--- config.mk ---
export PLATFORM = sky130hd
export DESIGN_NAME = smi_pixel_rx
export DESIGN_NICKNAME = d
export VERILOG_FILES = /design/src/rtl/smi_pixel_rx_pkg.sv /design/src/rtl/smi_pixel_rx_fifo.sv /design/src/rtl/smi_pixel_rx.sv
export SDC_FILE = /design/constraint.sdc
export NUM_CORES = 1
export LEC_CHECK = 0
export CAP_MARGIN = 20
export CORE_UTILIZATION = 58
export CTS_BUF_LIST = sky130_fd_sc_hd__clkbuf_8 sky130_fd_sc_hd__clkbuf_16
export CTS_CLUSTER_SIZE = 16
export DETAILED_ROUTE_END_ITERATION = 10
export PLACE_DENSITY_LB_ADDON = 0.3
export SYNTH_ARGS = -nofsm -noshare
export SYNTH_HDL_FRONTEND = slang
export SYNTH_SLANG_ARGS = --single-unit
--- constraint.sdc ---
create_clock -name clk -period 6.6 [get_ports clk]
set_input_delay 1.32 -clock clk [delete_from_list [all_inputs] [get_ports clk]]
set_output_delay 1.32 -clock clk [all_outputs]
set_load 0.02 [all_outputs]
--- src/rtl/smi_pixel_rx_pkg.sv ---
// Shared constants and parser state encoding for the SMI pixel receiver.
// SMI_RX_CHECKSUM_EN adds the CSUM state used by the trailing checksum byte.
package smi_pixel_rx_pkg;

    localparam logic [7:0] SMI_SYNC_BYTE = 8'hA5;
    localparam int         PIXEL_W       = 24;

    typedef enum logic [2:0] {
        IDLE   = 3'd0,
        LEN_HI = 3'd1,
        LEN_LO = 3'd2,
        PIXEL  = 3'd3
`ifdef SMI_RX_CHECKSUM_EN
        ,
        CSUM   = 3'd4
`endif
    } rx_state_e;

endpackage

--- src/rtl/smi_pixel_rx_fifo.sv ---
// First-word-fall-through pixel FIFO; a push into a full FIFO succeeds only
// when a pop happens in the same cycle. Output reads as zero while empty.
module smi_rx_fifo
    import smi_pixel_rx_pkg::*;
#(
    parameter int WIDTH = PIXEL_W + 1,
    parameter int DEPTH = 16
) (
    input  logic             clk,
    input  logic             reset,
    input  logic             push,
    input  logic             pop,
    input  logic [WIDTH-1:0] din,
    output logic [WIDTH-1:0] dout,
    output logic             full,
    output logic             empty
);

    localparam int AW = $clog2(DEPTH);

    logic [AW:0]      wr_q;
    logic [AW:0]      rd_q;
    logic [WIDTH-1:0] mem_q [DEPTH];
    logic             do_push;
    logic             do_pop;

    // The extra pointer MSB is the wrap bit that tells full apart from empty.
    assign empty   = (wr_q == rd_q);
    assign full    = (wr_q[AW] != rd_q[AW]) && (wr_q[AW-1:0] == rd_q[AW-1:0]);
    assign do_pop  = pop && !empty;
    assign do_push = push && (!full || do_pop);
    assign dout    = empty ? '0 : mem_q[rd_q[AW-1:0]];

    always_ff @(posedge clk or posedge reset) begin
        if (reset) begin
            wr_q <= '0;
            rd_q <= '0;
        end else begin
            if (do_push) wr_q <= wr_q + {{AW{1'b0}}, 1'b1};
            if (do_pop)  rd_q <= rd_q + {{AW{1'b0}}, 1'b1};
        end
    end

    always_ff @(posedge clk) begin
        if (do_push) mem_q[wr_q[AW-1:0]] <= din;
    end

endmodule

--- src/rtl/smi_pixel_rx.sv ---
// Parses framed SMI byte stream (A5, len hi, len lo, 3*N payload) into GRB pixels.
// Define SMI_RX_CHECKSUM_EN to require a trailing XOR checksum byte per frame.
module smi_pixel_rx
    import smi_pixel_rx_pkg::*;
#(
    parameter int FIFO_DEPTH = 16,
    parameter int MAX_PIXELS = 1024
) (
    input  logic               clk,
    input  logic               reset,
    input  logic [7:0]         rx_data,
    input  logic               rx_write,
    output logic [PIXEL_W-1:0] pix_data,
    output logic               pix_valid,
    input  logic               pix_ready,
    output logic               pix_last,
    output logic               frame_done,
    output logic               frame_err,
    output logic               overflow
);

    localparam logic [15:0] MAX_LEN = 16'(MAX_PIXELS);

    rx_state_e   state_q, state_d;
    logic [15:0] len_q, len_d;
    logic [15:0] cnt_q, cnt_d;
    logic [1:0]  idx_q, idx_d;
    logic [15:0] asm_q, asm_d;
    logic        ovf_q, ovf_d;
    logic        done_q, done_d;
    logic        err_q, err_d;
`ifdef SMI_RX_CHECKSUM_EN
    logic [7:0]  csum_q, csum_d;
`endif

    logic               fifo_push;
    logic               fifo_pop;
    logic               fifo_full;
    logic               fifo_empty;
    logic [PIXEL_W:0]   fifo_din;
    logic [PIXEL_W:0]   fifo_dout;

    assign fifo_pop   = !fifo_empty && pix_ready;
    assign pix_valid  = !fifo_empty;
    assign pix_data   = fifo_dout[PIXEL_W-1:0];
    assign pix_last   = fifo_dout[PIXEL_W];
    assign frame_done = done_q;
    assign frame_err  = err_q;
    assign overflow   = ovf_q;

    smi_rx_fifo #(
        .WIDTH(PIXEL_W + 1),
        .DEPTH(FIFO_DEPTH)
    ) u_fifo (
        .clk  (clk),
        .reset(reset),
        .push (fifo_push),
        .pop  (fifo_pop),
        .din  (fifo_din),
        .dout (fifo_dout),
        .full (fifo_full),
        .empty(fifo_empty)
    );

    always_ff @(posedge clk or posedge reset) begin
        if (reset) begin
            state_q <= IDLE;
            len_q   <= '0;
            cnt_q   <= '0;
            idx_q   <= '0;
            asm_q   <= '0;
            ovf_q   <= 1'b0;
            done_q  <= 1'b0;
            err_q   <= 1'b0;
`ifdef SMI_RX_CHECKSUM_EN
            csum_q  <= '0;
`endif
        end else begin
            state_q <= state_d;
            len_q   <= len_d;
            cnt_q   <= cnt_d;
            idx_q   <= idx_d;
            asm_q   <= asm_d;
            ovf_q   <= ovf_d;
            done_q  <= done_d;
            err_q   <= err_d;
`ifdef SMI_RX_CHECKSUM_EN
            csum_q  <= csum_d;
`endif
        end
    end

    always_comb begin
        state_d   = state_q;
        len_d     = len_q;
        cnt_d     = cnt_q;
        idx_d     = idx_q;
        asm_d     = asm_q;
        ovf_d     = ovf_q;
        done_d    = 1'b0;
        err_d     = 1'b0;
        fifo_push = 1'b0;
        fifo_din  = {(cnt_q == len_q - 16'd1), asm_q, rx_data};
`ifdef SMI_RX_CHECKSUM_EN
        csum_d    = csum_q;
`endif

        if (rx_write) begin
            case (state_q)
                IDLE: begin
                    if (rx_data == SMI_SYNC_BYTE) begin
                        state_d = LEN_HI;
                        ovf_d   = 1'b0;
`ifdef SMI_RX_CHECKSUM_EN
                        csum_d  = '0;
`endif
                    end
                end
                LEN_HI: begin
                    len_d[15:8] = rx_data;
                    state_d     = LEN_LO;
`ifdef SMI_RX_CHECKSUM_EN
                    csum_d      = csum_q ^ rx_data;
`endif
                end
                LEN_LO: begin
                    len_d = {len_q[15:8], rx_data};
`ifdef SMI_RX_CHECKSUM_EN
                    csum_d = csum_q ^ rx_data;
`endif
                    if (len_d > MAX_LEN) begin
                        err_d   = 1'b1;
                        state_d = IDLE;
                    end else if (len_d == 16'd0) begin
`ifdef SMI_RX_CHECKSUM_EN
                        state_d = CSUM;
`else
                        done_d  = 1'b1;
                        state_d = IDLE;
`endif
                    end else begin
                        state_d = PIXEL;
                        idx_d   = 2'd0;
                        cnt_d   = 16'd0;
                    end
                end
                PIXEL: begin
`ifdef SMI_RX_CHECKSUM_EN
                    csum_d = csum_q ^ rx_data;
`endif
                    // The third byte completes the pixel; dropped pixels still count.
                    case (idx_q)
                        2'd0: begin
                            asm_d[15:8] = rx_data;
                            idx_d       = 2'd1;
                        end
                        2'd1: begin
                            asm_d[7:0] = rx_data;
                            idx_d      = 2'd2;
                        end
                        default: begin
                            fifo_push = 1'b1;
                            idx_d     = 2'd0;
                            cnt_d     = cnt_q + 16'd1;
                            if (cnt_d == len_q) begin
`ifdef SMI_RX_CHECKSUM_EN
                                state_d = CSUM;
`else
                                done_d  = 1'b1;
                                state_d = IDLE;
`endif
                            end
                        end
                    endcase
                end
`ifdef SMI_RX_CHECKSUM_EN
                CSUM: begin
                    if (rx_data == csum_q) done_d = 1'b1;
                    else                   err_d  = 1'b1;
                    state_d = IDLE;
                end
`endif
                default: state_d = IDLE;
            endcase
        end

        if (fifo_push && fifo_full && !fifo_pop) ovf_d = 1'b1;
    end

endmodule
==> impl_results.md <==
* Worst hold slack at 0.497 ns
* Area of the multi-input gates at 5350 µm²
* Drt first pass iters at 5
* Post-synth ARST share at 14.0%
* M3 GR Usage at 3.63%
* CP bufs+invs at 2
* Die extent in x at between 150 and 200 µm
* Vias in the first global route at about 10k
* Routed Antenna Nets at 0
* Antenna diodes at 0
* Crit path DAT at 3.83 ns
* Aggregate global-route resource usage at approximately a quarter
* Max FO, Critical Path at 41
* CP Capture Type: output pin
* Status: complete, no violations
* Hold_buf cts at 0
* Post-synthesis sequential area ratio at between 70% and 80%
* Maximum vdd ir drop at between 0.2 and 0.25 mV
* Mapped Avg Cell Area at 19.3 µm²
* Fillers at 2,084
* P per Cell Area at 435 nW/µm²
* CTS tree: yes
* Max_slew headroom at 23.6%
* Post-synth EDFFs at 400
* CP max stage delay at around 0.97 ns
* Clock root buffer: clkbuf_16
* Largest delay share family, worst path: buffers and inverters
* Most frequent cells in the layout: 400 x edfxtp_1, 125 x mux4_2, 62 x dfrtp_1
* Grt peak-use layer: met2
* Detailed Route WL at between 40 and 50 mm
* Row Count at 66
* Crit share post-route at between 70 and 80%
* Clock Path Buffers at 3
* Net Count, Synth at 1,014
* GP Congestion at about 0.91
* Layout Area Growth over Synthesis at 13.3%
* Synth cell types at between 60 and 70
* Max Cap Viol at 0
* Final Max Tran Viols at 0
* Worst-Skew Late Latency at 0.55 ns
* Yosys warning total at 0
* Required @ worst endpoint at 5.28 ns
* Post-Place Cell Area at 20,200 µm²
* Layout cell share with drive strength beyond 1 at 26.7%
* TritonCTS Buffers at 46
* Largest net degree at the start of global routing at 66
* Worst setup SP type: flip-flop
* Postcts setup bufs at 0
* Iter 0 DRT Violations at 951
* Post-route DRC at 0
* Storage element area at 13,600 µm²
* Kind of critical path: flip-flop to output pin
* Wire per inst at around 28 µm
* Fin nets at 1,070
* CP max stage cell: dfrtp_4
* Clock sinks at approximately 470
* Worst path cell trace: buf_4, mux4_2, mux4_2, nor2b_1, clkdlybuf4s50_1
* Setup TNS Final at 0 ns
* Most used cell, CP: mux4_2
* Clock slew at reported path FFs at about 0.060 ns
* GR Util met1 at between 30% and 40%
* Main synth FF type: edfxtp_1
* Initial antenna violation count at 1
* Minimum clock period at 5.15 ns
* Vias per inst at 6.41
* H-Tree Depth at 2
* Die Ht at 184 µm
* CORE AREA at ~33,000 µm²
* FF-to-FF setup slack at 3.07 ns
* Commonest non-fill, non-tap cell in the layout: edfxtp_1
* DPL Wire Length at about 22 mm
* I/O Pins at 41
* Vias at about 10k
* IO buf count at 40
* Final hold violation count at 0
* GR Util met2 at a little over two fifths
* #FFs+latches synth at ~470
* Initial Util at 59.1%
* Die area at 33,900 µm²
* Slew @ Worst Pin at 1.14 ns
* RSZ-0062 raised after global routing: false
* Synthesized area at 19,200 µm²
* Max Fclk at 0.194 GHz
* Grt total ovfl at 0
* Fin Clk Skew at 0.0182 ns
* First-pass GRT wire length at 63.2 mm
* Util after Layout at 66.9%
* Design area at around 22,000 µm²
* Syn Inst Count at between 900 and 1k
* # resized after CTS at 0
* Leakage at roughly 0.0072 µW
* Worst min-delay path class: flip-flop to flip-flop
* # setup viols final at 0
-- kinds of logic after synthesis --
| logic type | synth area share (%) |
|---|---|
| muxes | 16.6 |
| and+or+nand+nor | 5.65 |
| AOI/OAI and AO/OA | 2.54 |
| adders and majority gates | 0.456 |
| buffers and inverters | 1.79 |
| xor gates and xnor gates | 1.96 |
| DFF | 71.0 |
-- where the power goes --
group	total [µW]	switching, µW	internal, µW
clock network	2670	1110	1550
logic	2710	1250	1460
registers	4090	500	3590
total	9470	2870	6600
-- synthesized netlist by cell type (2+ instances only) --
library cell | n | area, µm²
buf_2 | 12 | 60.1
buf_4 | 8 | 60.1
nor4_2 | 3 | 37.5
nand4_1 | 13 | 81.3
nor4_1 | 4 | 25.0
nor3_1 | 18 | 90.1
mux2i_1 | 2 | 20.0
nand2_1 | 31 | 116
clkbuf_8 | 4 | 55.1
dfrtp_1 | 65 | 1630
a31oi_1 | 7 | 43.8
o21ai_0 | 33 | 165
clkbuf_1 | 22 | 82.6
nor2b_1 | 28 | 175
and2_1 | 4 | 25.0
o2111ai_1 | 2 | 17.5
nor4b_1 | 2 | 17.5
xnor2_1 | 24 | 210
a211oi_1 | 3 | 22.5
nand4b_1 | 2 | 17.5
nand3b_1 | 4 | 30.0
mux2_2 | 32 | 360
o21a_1 | 3 | 22.5
and3_1 | 4 | 25.0
nand3_4 | 2 | 35.0
buf_1 | 6 | 22.5
nand3_1 | 11 | 55.1
edfxtp_1 | 400 | 12000
nand2b_1 | 7 | 43.8
nor4_4 | 3 | 63.8
o31ai_1 | 2 | 15.0
ha_1 | 7 | 87.6
inv_1 | 11 | 41.3
buf_6 | 2 | 22.5
nor2_1 | 35 | 131
a21oi_1 | 6 | 30.0
xor2_1 | 19 | 166
mux4_2 | 125 | 2820
-- final cells by class --
cell class	instances	area share (%)
clock buffers	48	5.46
clock inverters	37	1.70
inverters	11	0.190
multi-input cells	465	24.5
flip-flops and latches	465	62.7
well taps	442	2.54
repair buffers	62	2.88
-- final timing paths --
| check | start | endpoint | cells past startpoint |
|---|---|---|---|
| setup / recovery | u_fifo.rd_q[0]$_DFFE_PP0P_ | pix_data[0] | 5 |
| hold / removal | u_fifo.rd_q[4]$_DFFE_PP0P_ | u_fifo.rd_q[4]$_DFFE_PP0P_ | 1 |
| setup reg to reg | u_fifo.rd_q[0]$_DFFE_PP0P_ | u_fifo.mem_q[9][2]$_DFFE_PP_ | 6 |
| hold reg to reg | u_fifo.rd_q[4]$_DFFE_PP0P_ | u_fifo.rd_q[4]$_DFFE_PP0P_ | 1 |
| max in group asynchronous | reset | u_fifo.rd_q[1]$_DFFE_PP0P_ | 3 |
| min in group asynchronous | reset | len_q[15]$_DFFE_PP0P_ | 3 |
-- metrics by stage --
step | worst slack [ns] | power (µW) | instances
after floorplan | 2.10 | 5950 | 995
after global placement | 1.98 | 6800 | 1441
after detailed placement | 1.96 | 6860 | 1443
after CTS | 1.37 | 9530 | 1528
after global routing | 1.26 | 9850 | 1530
final | 1.45 | 9470 | 1530
-- registers in the layout, summed over array words and instances, names as in the netlist --
| register | count |
|---|---|
| state_q | 2 |
| overflow | 1 |
| frame_err | 1 |
| u_fifo.rd_q | 5 |
| frame_done | 1 |
| u_fifo.wr_q | 5 |
| cnt_q | 16 |
| len_q | 16 |
| u_fifo.mem_q | 400 |
| idx_q | 2 |
| asm_q | 16 |
-- metal layers --
layer  part of all wire, %  vias to the layer above
met3                   6.7                       81
li1                      -                     4156
met1                    40                     5117
met5                     0                        -
met2                    50                      456
met4                   2.6                        0
Note: power is estimated with default switching activity, not from simulation.
